===== src/rtl/tank_motion_ctrl_pkg.sv =====
// Shared definitions for the tank motion controller: heading codes,
// sequencer states, colours and screen geometry defaults.
package tank_pkg;

    localparam int SCREEN_W_DEF  = 160;
    localparam int SCREEN_H_DEF  = 120;
    localparam int TANK_SIZE_DEF = 9;

    localparam logic [2:0] COLOUR_BG   = 3'b000;
    localparam logic [2:0] COLOUR_TANK = 3'b010;

    typedef enum logic [1:0] {
        DIR_UP    = 2'd0,
        DIR_DOWN  = 2'd1,
        DIR_LEFT  = 2'd2,
        DIR_RIGHT = 2'd3
    } dir_t;

    typedef enum logic [2:0] {
        START  = 3'd0,
        IDLE   = 3'd1,
        ERASE  = 3'd2,
        UPDATE = 3'd3,
        DRAW   = 3'd4,
        DONE   = 3'd5
    } state_t;

    // Moore outputs carried as one registered bundle
    typedef struct packed {
        logic       ce;
        logic       plot;
        logic [2:0] colour;
        logic       busy;
    } out_t;

endpackage


===== src/rtl/tank_motion_ctrl_if.sv =====
// Bundle of the controller's request, plotter and VGA-side signals.
// master = the motion controller, slave = its environment.
interface tank_motion_ctrl_if;

    logic       move_valid;
    logic [1:0] move_dir;
    logic       finish;
    logic [7:0] xpos;
    logic [6:0] ypos;
    logic [1:0] direction;
    logic       counter_enable;
    logic       plot;
    logic [2:0] colour;
    logic       busy;

    modport master (
        input  move_valid, move_dir, finish,
        output xpos, ypos, direction, counter_enable, plot, colour, busy
    );

    modport slave (
        output move_valid, move_dir, finish,
        input  xpos, ypos, direction, counter_enable, plot, colour, busy
    );

endinterface


===== src/rtl/tank_motion_ctrl_frame_tick_gen.sv =====
// Free-running frame counter 0..DIV-1; tick is high while the count
// sits at DIV-1, i.e. one cycle per frame.
module frame_tick_gen #(
    parameter int DIV = 833333
) (
    input  logic clk,
    input  logic resetn,
    output logic tick
);

    localparam int            CW   = (DIV > 1) ? $clog2(DIV) : 1;
    localparam logic [CW-1:0] LAST = CW'(DIV - 1);

    logic [CW-1:0] r_cnt;

    // Count up and wrap at the end of each frame
    always_ff @(posedge clk or negedge resetn) begin
        if (!resetn)
            r_cnt <= '0;
        else if (r_cnt == LAST)
            r_cnt <= '0;
        else
            r_cnt <= r_cnt + CW'(1);
    end

    assign tick = (r_cnt == LAST);

endmodule


===== src/rtl/tank_motion_ctrl.sv =====
// Tank motion sequencer: owns position and heading, latches move requests
// and frame ticks, and runs erase-update-draw through the sprite plotter.
module tank_motion_ctrl
    import tank_pkg::*;
#(
    parameter int         SCREEN_W    = SCREEN_W_DEF,
    parameter int         SCREEN_H    = SCREEN_H_DEF,
    parameter int         TANK_SIZE   = TANK_SIZE_DEF,
    parameter logic [7:0] X_INIT      = 8'd76,
    parameter logic [6:0] Y_INIT      = 7'd56,
    parameter int         FRAME_DIV   = 833333,
    parameter logic [2:0] TANK_COLOUR = COLOUR_TANK
) (
    input  logic               clk,
    input  logic               resetn,
    tank_motion_ctrl_if.master bus
);

    localparam logic [7:0] X_MAX = 8'(SCREEN_W - TANK_SIZE);
    localparam logic [6:0] Y_MAX = 7'(SCREEN_H - TANK_SIZE);

    logic       w_tick;
    logic       w_tick_eff;
    logic [7:0] w_x_next;
    logic [6:0] w_y_next;

    state_t     r_state;
    out_t       r_out;
    logic [7:0] r_xpos;
    logic [6:0] r_ypos;
    dir_t       r_dir;
    logic       r_req_pend;
    dir_t       r_req_dir;
    logic       r_tick_pend;

    frame_tick_gen #(
        .DIV (FRAME_DIV)
    ) u_frame_tick (
        .clk    (clk),
        .resetn (resetn),
        .tick   (w_tick)
    );

    // Output decode for a given state; registered together with the state
    function automatic out_t decode(input state_t s);
        out_t o;
        o.ce     = 1'b0;
        o.plot   = 1'b0;
        o.colour = COLOUR_BG;
        o.busy   = 1'b1;
        case (s)
            IDLE:  o.busy = 1'b0;
            ERASE: begin
                o.ce   = 1'b1;
                o.plot = 1'b1;
            end
            DRAW: begin
                o.ce     = 1'b1;
                o.plot   = 1'b1;
                o.colour = TANK_COLOUR;
            end
            default: ;
        endcase
        return o;
    endfunction

    // One-pixel horizontal step, saturating at the screen edges
    function automatic logic [7:0] step_x(input logic [7:0] x, input dir_t d);
        if (d == DIR_LEFT)
            return (x == 8'd0) ? 8'd0 : x - 8'd1;
        else if (d == DIR_RIGHT)
            return (x >= X_MAX) ? X_MAX : x + 8'd1;
        else
            return x;
    endfunction

    // One-pixel vertical step, saturating at the screen edges
    function automatic logic [6:0] step_y(input logic [6:0] y, input dir_t d);
        if (d == DIR_UP)
            return (y == 7'd0) ? 7'd0 : y - 7'd1;
        else if (d == DIR_DOWN)
            return (y >= Y_MAX) ? Y_MAX : y + 7'd1;
        else
            return y;
    endfunction

    assign w_tick_eff = w_tick | r_tick_pend;
    assign w_x_next   = step_x(r_xpos, r_req_dir);
    assign w_y_next   = step_y(r_ypos, r_req_dir);

    // Sequencer FSM with registered Moore outputs and the position datapath
    always_ff @(posedge clk or negedge resetn) begin
        if (!resetn) begin
            r_state <= START;
            r_out   <= decode(START);
            r_xpos  <= X_INIT;
            r_ypos  <= Y_INIT;
            r_dir   <= DIR_UP;
        end else begin
            case (r_state)
                START: begin
                    r_state <= DRAW;
                    r_out   <= decode(DRAW);
                end
                IDLE: begin
                    if (w_tick_eff && r_req_pend) begin
                        r_state <= ERASE;
                        r_out   <= decode(ERASE);
                    end
                end
                ERASE: begin
                    if (bus.finish) begin
                        r_state <= UPDATE;
                        r_out   <= decode(UPDATE);
                    end
                end
                UPDATE: begin
                    // heading always follows the request so a blocked tank still turns
                    r_xpos  <= w_x_next;
                    r_ypos  <= w_y_next;
                    r_dir   <= r_req_dir;
                    r_state <= DRAW;
                    r_out   <= decode(DRAW);
                end
                DRAW: begin
                    if (bus.finish) begin
                        r_state <= DONE;
                        r_out   <= decode(DONE);
                    end
                end
                DONE: begin
                    r_state <= IDLE;
                    r_out   <= decode(IDLE);
                end
                default: begin
                    r_state <= IDLE;
                    r_out   <= decode(IDLE);
                end
            endcase
        end
    end

    // Request latch: newest request wins, and one arriving during UPDATE survives the clear
    always_ff @(posedge clk or negedge resetn) begin
        if (!resetn) begin
            r_req_pend <= 1'b0;
            r_req_dir  <= DIR_UP;
        end else if (bus.move_valid) begin
            r_req_pend <= 1'b1;
            r_req_dir  <= dir_t'(bus.move_dir);
        end else if (r_state == UPDATE) begin
            r_req_pend <= 1'b0;
        end
    end

    // Tick latch: one-deep memory of a tick that lands mid-sequence, consumed in IDLE
    always_ff @(posedge clk or negedge resetn) begin
        if (!resetn)
            r_tick_pend <= 1'b0;
        else if (r_state == IDLE)
            r_tick_pend <= 1'b0;
        else if (w_tick)
            r_tick_pend <= 1'b1;
    end

    assign bus.xpos           = r_xpos;
    assign bus.ypos           = r_ypos;
    assign bus.direction      = r_dir;
    assign bus.counter_enable = r_out.ce;
    assign bus.plot           = r_out.plot;
    assign bus.colour         = r_out.colour;
    assign bus.busy           = r_out.busy;

endmodule


===== src/flat_wrapper.sv =====
// flat-port wrapper written by rule: the top's interface ports become plain ports
module tank_motion_ctrl_flat import tank_pkg::*;
#(
    parameter int         SCREEN_W    = SCREEN_W_DEF,
    parameter int         SCREEN_H    = SCREEN_H_DEF,
    parameter int         TANK_SIZE   = TANK_SIZE_DEF,
    parameter logic [7:0] X_INIT      = 8'd76,
    parameter logic [6:0] Y_INIT      = 7'd56,
    parameter int         FRAME_DIV   = 833333,
    parameter logic [2:0] TANK_COLOUR = COLOUR_TANK
)
  (clk, resetn, bus_move_valid, bus_move_dir, bus_finish, bus_xpos, bus_ypos, bus_direction, bus_counter_enable, bus_plot, bus_colour, bus_busy);
  tank_motion_ctrl_if bus_i ();
  input  logic clk;
  input  logic resetn;
  input wire logic [$bits(bus_i.move_valid)-1:0] bus_move_valid;
  input wire logic [$bits(bus_i.move_dir)-1:0] bus_move_dir;
  input wire logic [$bits(bus_i.finish)-1:0] bus_finish;
  output wire logic [$bits(bus_i.xpos)-1:0] bus_xpos;
  output wire logic [$bits(bus_i.ypos)-1:0] bus_ypos;
  output wire logic [$bits(bus_i.direction)-1:0] bus_direction;
  output wire logic [$bits(bus_i.counter_enable)-1:0] bus_counter_enable;
  output wire logic [$bits(bus_i.plot)-1:0] bus_plot;
  output wire logic [$bits(bus_i.colour)-1:0] bus_colour;
  output wire logic [$bits(bus_i.busy)-1:0] bus_busy;
  assign bus_i.move_valid = bus_move_valid;
  assign bus_i.move_dir = bus_move_dir;
  assign bus_i.finish = bus_finish;
  assign bus_xpos = bus_i.xpos;
  assign bus_ypos = bus_i.ypos;
  assign bus_direction = bus_i.direction;
  assign bus_counter_enable = bus_i.counter_enable;
  assign bus_plot = bus_i.plot;
  assign bus_colour = bus_i.colour;
  assign bus_busy = bus_i.busy;
  tank_motion_ctrl #(.SCREEN_W(SCREEN_W), .SCREEN_H(SCREEN_H), .TANK_SIZE(TANK_SIZE), .X_INIT(X_INIT), .Y_INIT(Y_INIT), .FRAME_DIV(FRAME_DIV), .TANK_COLOUR(TANK_COLOUR)) u_core (.clk(clk), .resetn(resetn), .bus(bus_i));
endmodule

===== config.mk =====
export PLATFORM = sky130hd
export DESIGN_NAME = tank_motion_ctrl_flat
export DESIGN_NICKNAME = d
export VERILOG_FILES = /design/src/rtl/tank_motion_ctrl_pkg.sv /design/src/rtl/tank_motion_ctrl_if.sv /design/src/rtl/tank_motion_ctrl_frame_tick_gen.sv /design/src/rtl/tank_motion_ctrl.sv /design/src/flat_wrapper.sv
export SDC_FILE = /design/constraint.sdc
export NUM_CORES = 1
export LEC_CHECK = 0
export BUFFER_PORTS_ARGS = -buffer_cell sky130_fd_sc_hd__buf_2
export CAP_MARGIN = 5
export CORE_MARGIN = 5
export CORE_UTILIZATION = 45
export DETAILED_ROUTE_END_ITERATION = 10
export GPL_TIMING_DRIVEN = 1
export PLACE_DENSITY = 0.64
export SYNTH_ARGS = -nofsm -noshare
export SYNTH_HDL_FRONTEND = slang
export SYNTH_HIERARCHICAL = 1
export SYNTH_SLANG_ARGS = --single-unit

===== constraint.sdc =====
create_clock -name clk -period 3.6 [get_ports clk]
set_input_delay 1.08 -clock clk [delete_from_list [all_inputs] [get_ports clk]]
set_output_delay 1.08 -clock clk [all_outputs]
set_load 0.05 [all_outputs]

# [Word-level counts from Yosys, hierarchy flattened]
# Cells that the tools add are included.
[totals] reg_bits=50 latch_bits=0 mem_bits_rw=0 mem_bits_ro=0 mem_count=0
[op_classes] addsub=5 mul=0 div=0 magnitude_cmp=2 n_eq_ne=12 n_shift=0 n_mux=20 n_bitwise=1 n_reduce_logical=15
[ops] operator="two-way mux 8 bit" n=4
[ops] operator="two-way mux 7 bit" n=4
[ops] operator="adder 20 x 1 -> 20 bit (second input constant)" n=1
[ops] operator="equality test 20 bit (second input constant)" n=1
[ops] operator="two-way mux 20 bit" n=1
[ops] operator="one-hot mux 6 bit (3 select lines)" n=1
[ops] operator="two-way mux 6 bit" n=2
[ops] operator="one-hot mux 3 bit (4 select lines)" n=1
[ops] operator="two-way mux 3 bit" n=3
[ops] operator="adder 8 x 1 -> 8 bit (second input constant)" n=1
[ops] operator="greater-or-equal comparator 8 bit (second input constant)" n=1
[ops] operator="logical NOT 8 bit" n=1
[ops] operator="nonzero test 2 bit" n=4
[ops] operator="subtractor 8 x 1 -> 8 bit (second input constant)" n=1
[ops] operator="adder 7 x 1 -> 7 bit (second input constant)" n=1
[ops] operator="greater-or-equal comparator 7 bit (second input constant)" n=1
[ops] operator="logical NOT 7 bit" n=1
[ops] operator="subtractor 7 x 1 -> 7 bit (second input constant)" n=1
[ops] operator="equality test 3 x 2 -> 1 bit (second input constant)" n=2
[ops] operator="AND reduction 2 bit" n=3
[ops] operator="equality test 2 bit (second input constant)" n=2
[ops] operator="two-way mux 1 bit" n=4
[ops] operator="!= test 2 x 1 -> 1 bit (second input constant)" n=2
[ops] operator="!= test 2 bit (second input constant)" n=2
[ops] operator="other kinds (9)" n=10

# [Depth between registers and ports, before layout]
# Gate-level depths: netlist of run 1.
[depth] word_depth=5 depth_mapped=11

# [Modules after synthesis]
# The synthesis of run 1 kept the hierarchy.
[by_module_without_submodules] module="tank_motion_ctrl" n_inst=1 cells_each=220 area_each_um2=1876.8 seq_area_each_um2=684.4
[by_module_without_submodules] module="frame_tick_gen" n_inst=1 cells_each=98 area_each_um2=1027.2 seq_area_each_um2=500.5

# [Worst setup path after synthesis of run 1]
# No wires, ideal clock.
[synth_path] path_kind="register -> register" start="reg u_core.r_xpos[0] (netlist: u_core/bus.xpos[0])" end="reg u_core.r_xpos[3] (netlist: u_core/bus.xpos[3])" t_arrival_ns=1.946 slack_ns=1.564 stages_incl_launch_ff=8 period_less_slack_ns=2.036 path_cell_list="dfrtp_1 -> inv_1 -> ha_1 -> or4b_4 -> o21a_4 -> and2_4 -> o21ai_2 -> o21ai_1"
[synth_between] elab_chain_len=4 elab_cells_between_ends=8 cone_classes="add/sub (2); order compare (1); mux (4); reduce/logical (1)"
[synth_lines] element="from (decl)" line_no="tank_motion_ctrl.sv:29" source="logic [7:0] r_xpos;"
[synth_lines] element="from (signal assigned)" line_no="tank_motion_ctrl.sv:119" source="r_xpos <= w_x_next;"
[synth_lines] element="adder 8 x 1 -> 8 bit or greater-or-equal comparator 8 bit (tied branches)" line_no="tank_motion_ctrl.sv:72" source="return (x >= X_MAX) ? X_MAX : x + 8'd1;"
[synth_lines] element="two-way mux 8 bit" line_no="tank_motion_ctrl.sv:72"
[synth_lines] element="two-way mux 8 bit" line_no="tank_motion_ctrl.sv:71" source="else if (d == DIR_RIGHT)"
[synth_lines] element="two-way mux 8 bit (*)" line_no="tank_motion_ctrl.sv:69" source="if (d == DIR_LEFT)"
# Mark *: on every way between the ends. The rest lies on a longest branch, timed or not. The select of a mux whose other input is x is not followed.
# A chain may end at the register's enable or synchronous reset.

# [Worst setup path after layout of run 1]
[layout_path] start="reg u_core.r_ypos[3] (netlist: u_core/bus.ypos[3])" end="out bus_ypos[3]"
[layout_rtl] element="from (decl)" line_no="tank_motion_ctrl.sv:30" source="logic [6:0] r_ypos;"
[layout_rtl] element="from (signal assigned)" line_no="tank_motion_ctrl.sv:120" source="r_ypos <= w_y_next;"
[layout_rtl] element="to (decl)" line_no="flat_wrapper.sv:20" source="output wire logic [$bits(bus_i.ypos)-1:0] bus_ypos;"
# No word-level cell between the ends.

==> results of run 1 <==
[cell families (layout without fill, tap and decap cells)]
| logic type | Yosys count | count (layout) |
|---|---|---|
| AND/OR/NAND/NOR | 132 | 132 |
| AO/OA/AOI/OAI | 80 | 80 |
| flip-flops | 47 | 47 |
| buffers and inverters | 29 | 50 |
| XOR/XNOR | 19 | 19 |
| adder cells (fa/ha/maj) | 8 | 8 |
| multiplexers | 2 | 2 |
| other | 1 | 2 |
[final timing paths]
check,startpoint,to,slack [ps],depth (start not counted)
worst max-delay path,u_core/bus.ypos[3],bus_ypos[3],1270,1
worst min-delay path,u_core/r_req_pend,u_core/r_req_pend,490,1
worst max register to register,u_core/bus.xpos[0],u_core/bus.xpos[7],1610,7
worst min register to register,u_core/r_req_pend,u_core/r_req_pend,490,1
max in group asynchronous,resetn,u_core/u_frame_tick/r_cnt[8],2330,2
min in group asynchronous,resetn,u_core/u_frame_tick/r_cnt[19],870,2
[state kept, by name, summed over array words and instances, names as in the netlist]
signal and count:
u_core/bus.ypos 7, u_core/bus.busy 1, u_core/bus.xpos 8, u_core/bus.colour 1
u_core/r_tick_pend 1, u_core/r_req_dir 2, u_core/bus.direction 2, u_core/bus.counter_enable 1
u_core/u_frame_tick/r_cnt 20, u_core/r_state 3, u_core/r_req_pend 1
[power by group]
| part | internal (mW) | switching [mW] | total, mW | leakage [nW] |
|---|---|---|---|---|
| clock | 0.176 | 0.171 | 0.346 | 0.0515 |
| sequential | 0.530 | 0.00481 | 0.535 | 0.592 |
| combinational | 0.0112 | 0.0308 | 0.0420 | 0.682 |
| total | 0.717 | 0.206 | 0.923 | 1.33 |
[layer usage]
layer	vias up	wire, microns
met1	1166	3060
met2	61	2800
li1	1195	-
met5	-	0
met4	0	53
met3	5	255
[layout by cell type, fill, tap and decap left out, types with 4 or more instances in the layout]
master and n:
buf_2 26, and3_1 4, a21oi_1 16, dfstp_2 7
nand2b_1 7, nor2b_1 6, nand3_1 13, inv_1 13
dfrtp_1 40, nor2_1 28, ha_1 8, o211ai_1 5
nand4_1 9, nor3_1 11, nand2_1 24, o21ai_0 24
nor4_1 4, o31ai_1 4, xor2_1 4, xnor2_1 15
clkbuf_8 7
[final cells by class]
type | instances | area [sq um]
inverters | 13 | 48.8
flip-flops and latches | 47 | 1180
clock buffers | 8 | 100
well taps | 77 | 96.3
fillers | 620 | 3150
repair buffers | 29 | 153
multi-input cells | 243 | 1590
[per-stage QoR]
stage	hold slack [ps]	setup slack, ps	std cells	instance area [sq um]	util (%)
4_1_cts	496	1260	417	3170	50.2
3_5_place_dp	465	1590	409	3070	48.6
5_1_grt	507	1220	417	3170	50.2
6_report	491	1270	417	3170	50.2
2_1_floorplan	443	1560	319	2910	-
3_3_place_gp	467	1610	409	3070	48.6
==> summary.md, run 1 <==
| Metric | Value |
|---|---|
| Setup repair after global routing missed its margin | `false` |
| CTS Hold Buffers Added | `0` |
| DR WL/cell | `14.8 microns` |
| Avg Cell Area, Syn | `9.13 sq um` |
| Largest net degree at the start of global routing | `48` |
| Synth area leader | `dfrtp_1` |
| Port bufs | `26` |
| ANT nets after route | `0` |
| Critical Path Fanout Max | `13` |
| Cells after synthesis | `318` |
| GP Congestion | `0.839` |
| Vias in the first global route | `2293` |
| HP Class | `flop to flop` |
| LEAKAGE | `1.33 nW` |
| Clk_lat worst skew | `290 ps` |
| Post-synthesis mux area share | `0.776%` |
| Global route overflow | `0` |
| Post-Synthesis Cell Area | `2900 sq um` |
| Pwr dens | `291 nW/um^2` |
| Crit path buffers/inverters | `1` |
| Setup Buffers After CTS | `0` |
| Die Wd | `90.3 microns` |
| Number of synthesized register bits | `47` |
| Critical path cell sequence | `buf_2` |
| TNS Setup | `0 ps` |
| Initial antenna violation count | `0` |
| CP max stage delay | `660 ps` |
| Worst Setup End Kind | `primary output` |
| Via/cell ratio | `5.82` |
| Die Height | `90.3 microns` |
| Slowest-stage cell, CP | `dfstp_2` |
| Yosys cell types | `64` |
| Simple-gate portion of the synthesized area | `25.9%` |
| Synth-to-layout area growth | `9.09%` |
| Top post-synthesis cells by area | `dfrtp_1, dfstp_2, xnor2_1` |
| Initial drt markers | `153` |
| First-pass GRT wire length | `10800 microns` |
| Via count | `2427` |
| Antenna fix cells | `0` |
| Final period demand of the worst path | `2330 ps` |
| Most used DFF post-synth | `dfrtp_1` |
| Synth Area in Compound Gates | `18.5%` |
| Crit path launch type | `flop` |
| Slew of the pin with the lowest slew margin | `656 ps` |
| Initial core utilization | `46.0%` |
| Max Cap Viol | `0` |
| Cell family with the largest share of critical-path delay | `flip-flops` |
| Max-slew violation count | `0` |
| Commonest cells in the synthesized netlist | `dfrtp_1, nor2_1, nand2_1, o21ai_0, a21oi_1` |
| Fraction of registers with async set or reset after synthesis | `100%` |
| H-tree Lvls | `2` |
| Yosys top cell area share | `34.5%` |
| # setup viols final | `0` |
| Total GRT Usage | `15.6%` |
| GR Util met2 | `24.8%` |
| Seq/Total Area, Yosys | `40.8%` |
| Share of layout cells above drive strength 1 | `17.9%` |
| Row Count | `29` |
| Die area | `8160 sq um` |
| Overall power | `0.923 mW` |
| Post-synthesis adder-cell area fraction | `3.45%` |
| Final Hold Viols | `0` |
| Worst-path clk slew | `80 ps` |
| Ys Warns | `6` |
| Period utilization | `64.7%` |
| Final WL | `6170 microns` |
| Max_slew headroom | `56.0%` |
| Grt met1 use | `22.0%` |
| DRC | `0` |
| I/O Pins | `29` |
| Clk_skew | `10.8 ps` |
| Main combinational cell family by area after synthesis | `simple AND/OR/NAND/NOR gates` |
| Clock sinks | `47` |
| Cts repair resizes | `0` |
| Worst Path Required | `2520 ps` |
| Crit Path Class | `flop to primary output` |
| Clock Tree Buf Depth | `2` |
| Core area | `6310 sq um` |
| Drt pass-1 iters | `6` |
| Worst Path Arrival | `1250 ps` |
| FMAX | `429 MHz` |
| Clk root buf | `clkbuf_8` |
| NumNets Final | `353` |
| TritonCTS Buffers | `5` |
| Grt met3 use | `2.67%` |
| HPWL after DPL | `4300 microns` |
| XOR/XNOR Fraction of Synth Area | `5.73%` |
| Busiest grt layer | `met2` |
| CTS tree | `yes` |
| VDD IR max | `0.299 mV` |
| Status | `completed` |
| Number of synthesized flops with an enable pin | `0` |
| Most common cell in the netlist | `dfrtp_1` |
Power figures use the tool's default switching activity.
==> run 2, diff against run 1 <==
--- a/config.mk
+++ b/config.mk
@@ -11,7 +11,7 @@
 export CORE_UTILIZATION = 45
 export DETAILED_ROUTE_END_ITERATION = 10
 export GPL_TIMING_DRIVEN = 1
-export PLACE_DENSITY = 0.64
+export PLACE_DENSITY = 0.67
 export SYNTH_ARGS = -nofsm -noshare
 export SYNTH_HDL_FRONTEND = slang
 export SYNTH_HIERARCHICAL = 1
==> constraint.sdc (replaced) <==
create_clock -name clk -period 2 [get_ports clk]
set_input_delay 0.6 -clock clk [delete_from_list [all_inputs] [get_ports clk]]
set_output_delay 0.6 -clock clk [all_outputs]
set_load 0.05 [all_outputs]
==> summary.md, run 2 (same netlist as run 1, synthesis figures left out) <==
| Metric | Value |
|---|---|
| Status | `completed` |
| Die Height | `90.3 microns (unchanged)` |
| Dpl ws | `117 ps (-1470 ps)` |
| DP Cell Count | `419 (+2.4%)` |
| Row Count | `29 (unchanged)` |
| Largest Register | `u_core/u_frame_tick/r_cnt` |
| Via/cell ratio | `5.76 (-1.0%)` |
| Crit path launch type | `flop` |
| CTS Hold Buffers Added | `0 (unchanged)` |
| Worst-path clk slew | `90 ps (about the same)` |
| Pwr dens | `492 nW/um^2 (+69%)` |
| Setup ws final | `113 ps (-1160 ps)` |
| Initial antenna violation count | `0 (unchanged)` |
| Worst Path Arrival | `1290 ps (+40 ps)` |
| # setup viols final | `0 (unchanged)` |
| Multi-input logic area | `1590 sq um (+0.47%)` |
| Max-slew violation count | `0 (unchanged)` |
| CTS tree | `yes` |
| Antenna fix cells | `0 (unchanged)` |
| Core Util, Final | `51.7% (+1.5 points)` |
| Max Cap Viol | `0 (unchanged)` |
| Sum of routed wire segments on met1 | `3120 microns (+1.9%)` |
| FMAX | `530 MHz` |
| Die Wd | `90.3 microns (unchanged)` |
| Final WL | `6260 microns (+1.5%)` |
| H-tree Lvls | `2 (unchanged)` |
| Share of layout cells above drive strength 1 | `21.4% (+3.5 points)` |
| Worst Path Required | `1400 ps (-1120 ps)` |
| NumNets Final | `363 (+2.8%)` |
| Hold Slack | `268 ps (-223 ps)` |
| TritonCTS Buffers | `5 (unchanged)` |
| HPWL after DPL | `4370 microns (+1.6%)` |
| Slew of the pin with the lowest slew margin | `553 ps (-103 ps)` |
| DRC | `0 (unchanged)` |
| Initial drt markers | `125 (-18%)` |
| First-pass GRT wire length | `11000 microns (+2.5%)` |
| ANT nets after route | `0 (unchanged)` |
| Synth-to-layout area growth | `12.3%` |
| Wire length on met2 | `2760 microns (-1.5%)` |
| Setup repair after global routing missed its margin | `false` |
| LEAKAGE | `1.38 nW (+4.0%)` |
| Largest register FFs | `20 (unchanged)` |
| Initial core utilization | `46.0% (unchanged)` |
| VDD IR max | `0.279 mV (-6.6%)` |
| Placed instance area | `3170 sq um (+3.3%)` |
| Core area | `6310 sq um (unchanged)` |
| Overall power | `1.61 mW (+74%)` |
| Top layer in use | `met4` |
| Vias in the first global route | `2335 (+1.8%)` |
| Final Hold Viols | `0 (unchanged)` |
| Clock sinks | `47 (unchanged)` |
| Clk_lat worst skew | `300 ps (about the same)` |
| Clk_skew | `6.26 ps (-4.53 ps)` |
| TNS Setup | `0 ps (unchanged)` |
| Largest net degree at the start of global routing | `48 (unchanged)` |
| Total GRT Usage | `15.7% (+0.17 points)` |
| Global route overflow | `0 (unchanged)` |
| Cell area after layout | `3260 sq um (+3.0%)` |
| Crit Path Class | `flop to primary output` |
| Final period demand of the worst path | `1890 ps` |
| Most frequent cells in the layout | `dfrtp_1, nor2_1, buf_2, nand2_1, o21ai_0` |
| Layout fillers | `602 (-2.9%)` |
| GP Congestion | `0.909 (+8.3%)` |
| Final Non-Filler Cells | `427 (+2.4%)` |
| Die area | `8160 sq um (unchanged)` |
| FF+latch area | `1190 sq um (+0.21%)` |
| Critical Path Fanout Max | `12 (-1)` |
| Port bufs | `26 (unchanged)` |
| Metal3 WL | `319 microns (+25%)` |
| Clock Tree Buf Depth | `2 (unchanged)` |
| Most common cell after layout, fill and taps aside | `dfrtp_1` |
| DR WL/cell | `14.7 microns (-0.92%)` |
| Worst Setup End Kind | `primary output` |
| Clk root buf | `clkbuf_8` |
| Max_slew headroom | `63.0% (+7.0 points)` |
| Period utilization | `94.3%` |
| HP Class | `primary input to asynchronous set/reset pin` |
| Drt pass-1 iters | `5 (-1)` |
| I/O Pins | `29 (unchanged)` |
| Via count | `2460 (+1.4%)` |
## run 2: cell count changes in the layout (fill, tap and decap cells not counted), moves of 2 or more
cell / before / now
dfrtp_2: 0 / 2
dfrtp_1: 40 / 38
clkbuf_8: 7 / 5
buf_4: 3 / 11
buf_12: 0 / 2
clkinv_2: 0 / 3
## run 2: per-layer routing
layer / global-route usage [%] / vias up
li1: - / 1212
met1: 22.8 / 1162
met2: 24.0 / 76
met3: 3.33 / 10
met4: 3.97 / 0
met5: 0 / -
## run 2: report_power, final
group | internal (mW) | switching (mW)
combinational | 0.0253 | 0.0579
clock | 0.240 | 0.320
sequential | 0.954 | 0.00896
total | 1.22 | 0.387
## run 2: path summary, 6_finish.rpt
path                                          from                             to  slack, ps  cells after the start
worst min-delay path                        resetn  u_core/u_frame_tick/r_cnt[19]        270                      2
max in group asynchronous                   resetn             u_core/bus.ypos[3]       1450                      2
min in group clk                u_core/r_tick_pend             u_core/r_tick_pend        490                      2
worst max-delay path            u_core/bus.ypos[3]                    bus_ypos[3]        110                      2
worst min register to register  u_core/r_tick_pend             u_core/r_tick_pend        490                      2
worst max register to register  u_core/bus.xpos[0]             u_core/bus.xpos[3]        150                      7
## run 2: worst max-delay path: stages, from the launching register on
cell and delay [ps]:
dfstp_2 540, buf_4 170, buf_2 280
## run 2: timing repair
action,4_1_cts,5_1_grt
setup buffers,0,0
setup endpoints to repair,0,3
hold endpoints to repair,0,0
resized for setup,0,3
## run 2: final cells by class
type / count / share of cell area (%)
timing repair buffer: 39 / 7.75
inverter: 13 / 1.50
sequential: 47 / 36.4
clock inverter: 3 / 0.460
multi-input combinational: 243 / 48.8
clock buffer: 5 / 2.11
tap: 77 / 2.95
==> run 3, diff against run 2 <==
--- a/config.mk
+++ b/config.mk
@@ -14,5 +14,4 @@
 export PLACE_DENSITY = 0.67
 export SYNTH_ARGS = -nofsm -noshare
 export SYNTH_HDL_FRONTEND = slang
-export SYNTH_HIERARCHICAL = 1
 export SYNTH_SLANG_ARGS = --single-unit
==> constraint.sdc (replaced) <==
create_clock -name clk -period 2 [get_ports clk]
set_input_delay 0.6 -clock clk [delete_from_list [all_inputs] [get_ports clk]]
set_output_delay 0.6 -clock clk [all_outputs]
set_load 0.01 [all_outputs]
==> summary.md, run 3 <==
| Metric | Value |
|---|---|
| FMAX | `541 MHz (+2.0%)` |
| Final WL | `6140 microns (-2.0%)` |
| Max Cap Viol | `0 (unchanged)` |
| Slowest-stage cell, CP | `or3_1` |
| Synth area leader | `dfrtp_1` |
| GP Congestion | `0.858 (-5.6%)` |
| Multi-input logic area | `1520 sq um (-4.4%)` |
| Die Height | `89.4 microns (-0.99%)` |
| Status | `completed` |
| Worst Path Required | `2200 ps (+800 ps)` |
| R2r endpoint | `u_core.bus.ypos[2]` |
| LEAKAGE | `1.47 nW (+6.8%)` |
| Clk_skew | `4.68 ps (-1.57 ps)` |
| TritonCTS Buffers | `5 (unchanged)` |
| Cells after synthesis | `319 (+0.31%)` |
| Worst Setup SP | `u_core.bus.ypos[4]` |
| Worst-path clk slew | `90 ps (about the same)` |
| Critical Path Fanout Max | `5 (-7)` |
| Top post-synthesis cells by area | `dfrtp_1, dfstp_2, o21ai_0` |
| Seq/Total Area, Yosys | `41.7% (+0.92 points)` |
| Total net switching power | `0.444 mW (+15%)` |
| Critical path cell sequence | `or3_1 > o41ai_4 > o21ai_2 > o31a_1 > o22a_1` |
| Commonest cells in the synthesized netlist | `dfrtp_1, nor2_1, o21ai_0` |
| First-pass GRT wire length | `10700 microns (-3.2%)` |
| Fraction of registers with async set or reset after synthesis | `100% (unchanged)` |
| H-tree Lvls | `2 (unchanged)` |
| NumNets Final | `372 (+2.5%)` |
| Clock Tree Buf Depth | `2 (unchanged)` |
| Clk root buf | `clkbuf_8` |
| Slew of the pin with the lowest slew margin | `507 ps (-45.9 ps)` |
| Worst Path Arrival | `2050 ps (+760 ps)` |
| Largest Register | `u_core.u_frame_tick.r_cnt` |
| FF+latch area | `1180 sq um (-0.21%)` |
| CTS tree | `yes` |
| Initial antenna violation count | `0 (unchanged)` |
| Worst R2R Start | `u_core.bus.ypos[4]` |
| Crit Path Class | `flop to flop` |
| Via count | `2439 (-0.85%)` |
| Max_slew headroom | `66.1% (+3.0 points)` |
| Clock sinks | `47 (unchanged)` |
| DRC | `0 (unchanged)` |
| Initial drt markers | `138 (+10%)` |
| Synth-to-layout area growth | `14.8%` |
| Avg Cell Area, Syn | `8.90 sq um (-2.5%)` |
| I/O Pins | `29 (unchanged)` |
| CTS Hold Buffers Added | `0 (unchanged)` |
| Core Util, Final | `52.2% (+0.56 points)` |
| Setup Buffers After CTS | `0 (unchanged)` |
| HPWL after DPL | `4420 microns (+1.3%)` |
| ANT nets after route | `0 (unchanged)` |
| Max-slew violation count | `0 (unchanged)` |
| Pwr dens | `540 nW/um^2 (+9.6%)` |
| Layout fillers | `582 (-3.3%)` |
| Largest net degree at the start of global routing | `48 (unchanged)` |
| HP Class | `primary input to asynchronous set/reset pin` |
| Worst Setup End Kind | `flop` |
| R2R Setup Slk | `150 ps (about the same)` |
| Ys Warns | `0 (-6)` |
| Die Wd | `89.4 microns (-0.99%)` |
| Die area | `8000 sq um (-2.0%)` |
| Global route overflow | `0 (unchanged)` |
| Clock power frac | `35.4% (+0.5 points)` |
| # setup viols final | `0 (unchanged)` |
| Cts repair resizes | `0 (unchanged)` |
| Most common cell after layout, fill and taps aside | `dfrtp_1` |
| Total GRT Usage | `17.0% (+1.3 points)` |
| Post-Synthesis Cell Area | `2840 sq um (-2.2%)` |
| Clk_lat worst skew | `310 ps (about the same)` |
| DR WL/cell | `14.1 microns (-4.0%)` |
| Period utilization | `92.5% (-1.9 points)` |
| Port bufs | `26 (unchanged)` |
| Row Count | `29 (unchanged)` |
| Drt pass-1 iters | `4 (-1)` |
| Share of layout cells above drive strength 1 | `20.1% (-1.4 points)` |
| Antenna fix cells | `0 (unchanged)` |
| Yosys cell types | `61 (-4.7%)` |
| Hold Slack | `252 ps (-15.4 ps)` |
| Largest register FFs | `20 (unchanged)` |
| Sw Share | `25.2% (+1.1 points)` |
| Initial core utilization | `45.5% (-0.49 points)` |
| Sequential power share | `56.6% (-3.4 points)` |
| Most used DFF post-synth | `dfrtp_1` |
| Number of synthesized register bits | `47 (unchanged)` |
| Most frequent cells in the layout | `dfrtp_1, nor2_1, o21ai_0, nand2_1, buf_2` |
| Core area | `6240 sq um (-1.1%)` |
| R2R depth | `5 (-2)` |
| Overall power | `1.76 mW (+9.5%)` |
| Final period demand of the worst path | `1850 ps (-37.8 ps)` |
| Via/cell ratio | `5.59 (-2.9%)` |
| Crit path launch type | `flop` |
| CP max stage delay | `470 ps (-70 ps)` |
| P_int | `1.32 mW (+7.9%)` |
| Setup repair after global routing missed its margin | `false` |
| Yosys top cell area share | `35.2% (+0.77 points)` |
| TNS Setup | `0 ps (unchanged)` |
| VDD IR max | `0.426 mV (+53%)` |
| Vias in the first global route | `2248 (-3.7%)` |
| Most common cell in the netlist | `dfrtp_1` |
| Final Hold Viols | `0 (unchanged)` |
| Gate power share | `8.0% (+2.8 points)` |
| Number of synthesized flops with an enable pin | `0 (unchanged)` |
==> run 3: cell types whose count changed in the layout (fill, tap and decap cells not counted), sizes merged, moves of 3 or more <==
cell,previous run,this run
buf,39,48
a21oi,16,8
nand3,13,18
nand4,11,6
nor3b,4,0
xnor2,15,11
nand3b,1,4
o211ai,5,2
o22ai,0,3
xor2,4,7
==> run 3: worst max-delay path by stage <==
| stage | end | slack (ps) | cells past startpoint |
|---|---|---|---|
| final | u_core.bus.ypos[2] | 150 | 5 |
| after global routing | u_core.bus.ypos[3] | 30 | 6 |
| after CTS | u_core.bus.ypos[6] | 140 | 6 |
| after detailed placement | u_core.bus.ypos[6] | 160 | 6 |
| after global placement | u_core.bus.ypos[5] | 210 | 7 |
| after floorplan | u_core.bus.ypos[2] | -60 | 7 |
==> run 3: cells by family after synthesis <==
| logic type | after synthesis | share of synthesized area (%) |
|---|---|---|
| fa+ha+maj | 8 | 3.52 |
| mux | 3 | 1.15 |
| simple gates | 138 | 25.1 |
| flops | 47 | 41.7 |
| compound gates | 74 | 18.1 |
| other cells | 1 | 0.132 |
| buf+inv | 30 | 4.80 |
| xor+xnor | 18 | 5.55 |
==> run 3: per-layer routing <==
metal | GRT usage (%) | wire (microns)
met1 | 24.5 | 3020
met2 | 25.3 | 2790
met3 | 3.69 | 248
met4 | 5.68 | 82
met5 | 0 | 0
==> run 3: power by group through the flow <==
stage	clock network, mW	logic (mW)	registers (mW)
6_report	0.622	0.141	0.996
5_1_grt	0.693	0.159	1.00
4_1_cts	0.649	0.144	0.996
3_5_place_dp	0	0.145	1.01
3_3_place_gp	0	0.143	1.01
2_1_floorplan	0	0.0673	1.02
==> run 3: cell type report <==
class | instances | area share, %
Multi-Input combinational cell | 243 | 46.7
Tap cell | 77 | 2.96
Clock inverter | 2 | 0.499
Inverter | 13 | 1.50
Clock buffer | 6 | 2.53
Sequential cell | 47 | 36.4
Timing Repair Buffer | 48 | 9.44
==> run 3: per-stage QoR <==
stage | std cells | setup WS [ps] | instance area (sq um)
final | 436 | 151 | 3260
after global routing | 436 | 32.3 | 3260
after CTS | 436 | 139 | 3260
after detailed placement | 428 | 160 | 3160
after global placement | 428 | 212 | 3160
after floorplan | 320 | -63.4 | 2840
==> run 3: worst max-delay path, delay by kind of cell (launching register included) <==
family / cells / cell delay [ps]
AOI/OAI and AO/OA: 4 / 890
DFF: 1 / 370
and+or+nand+nor: 1 / 470
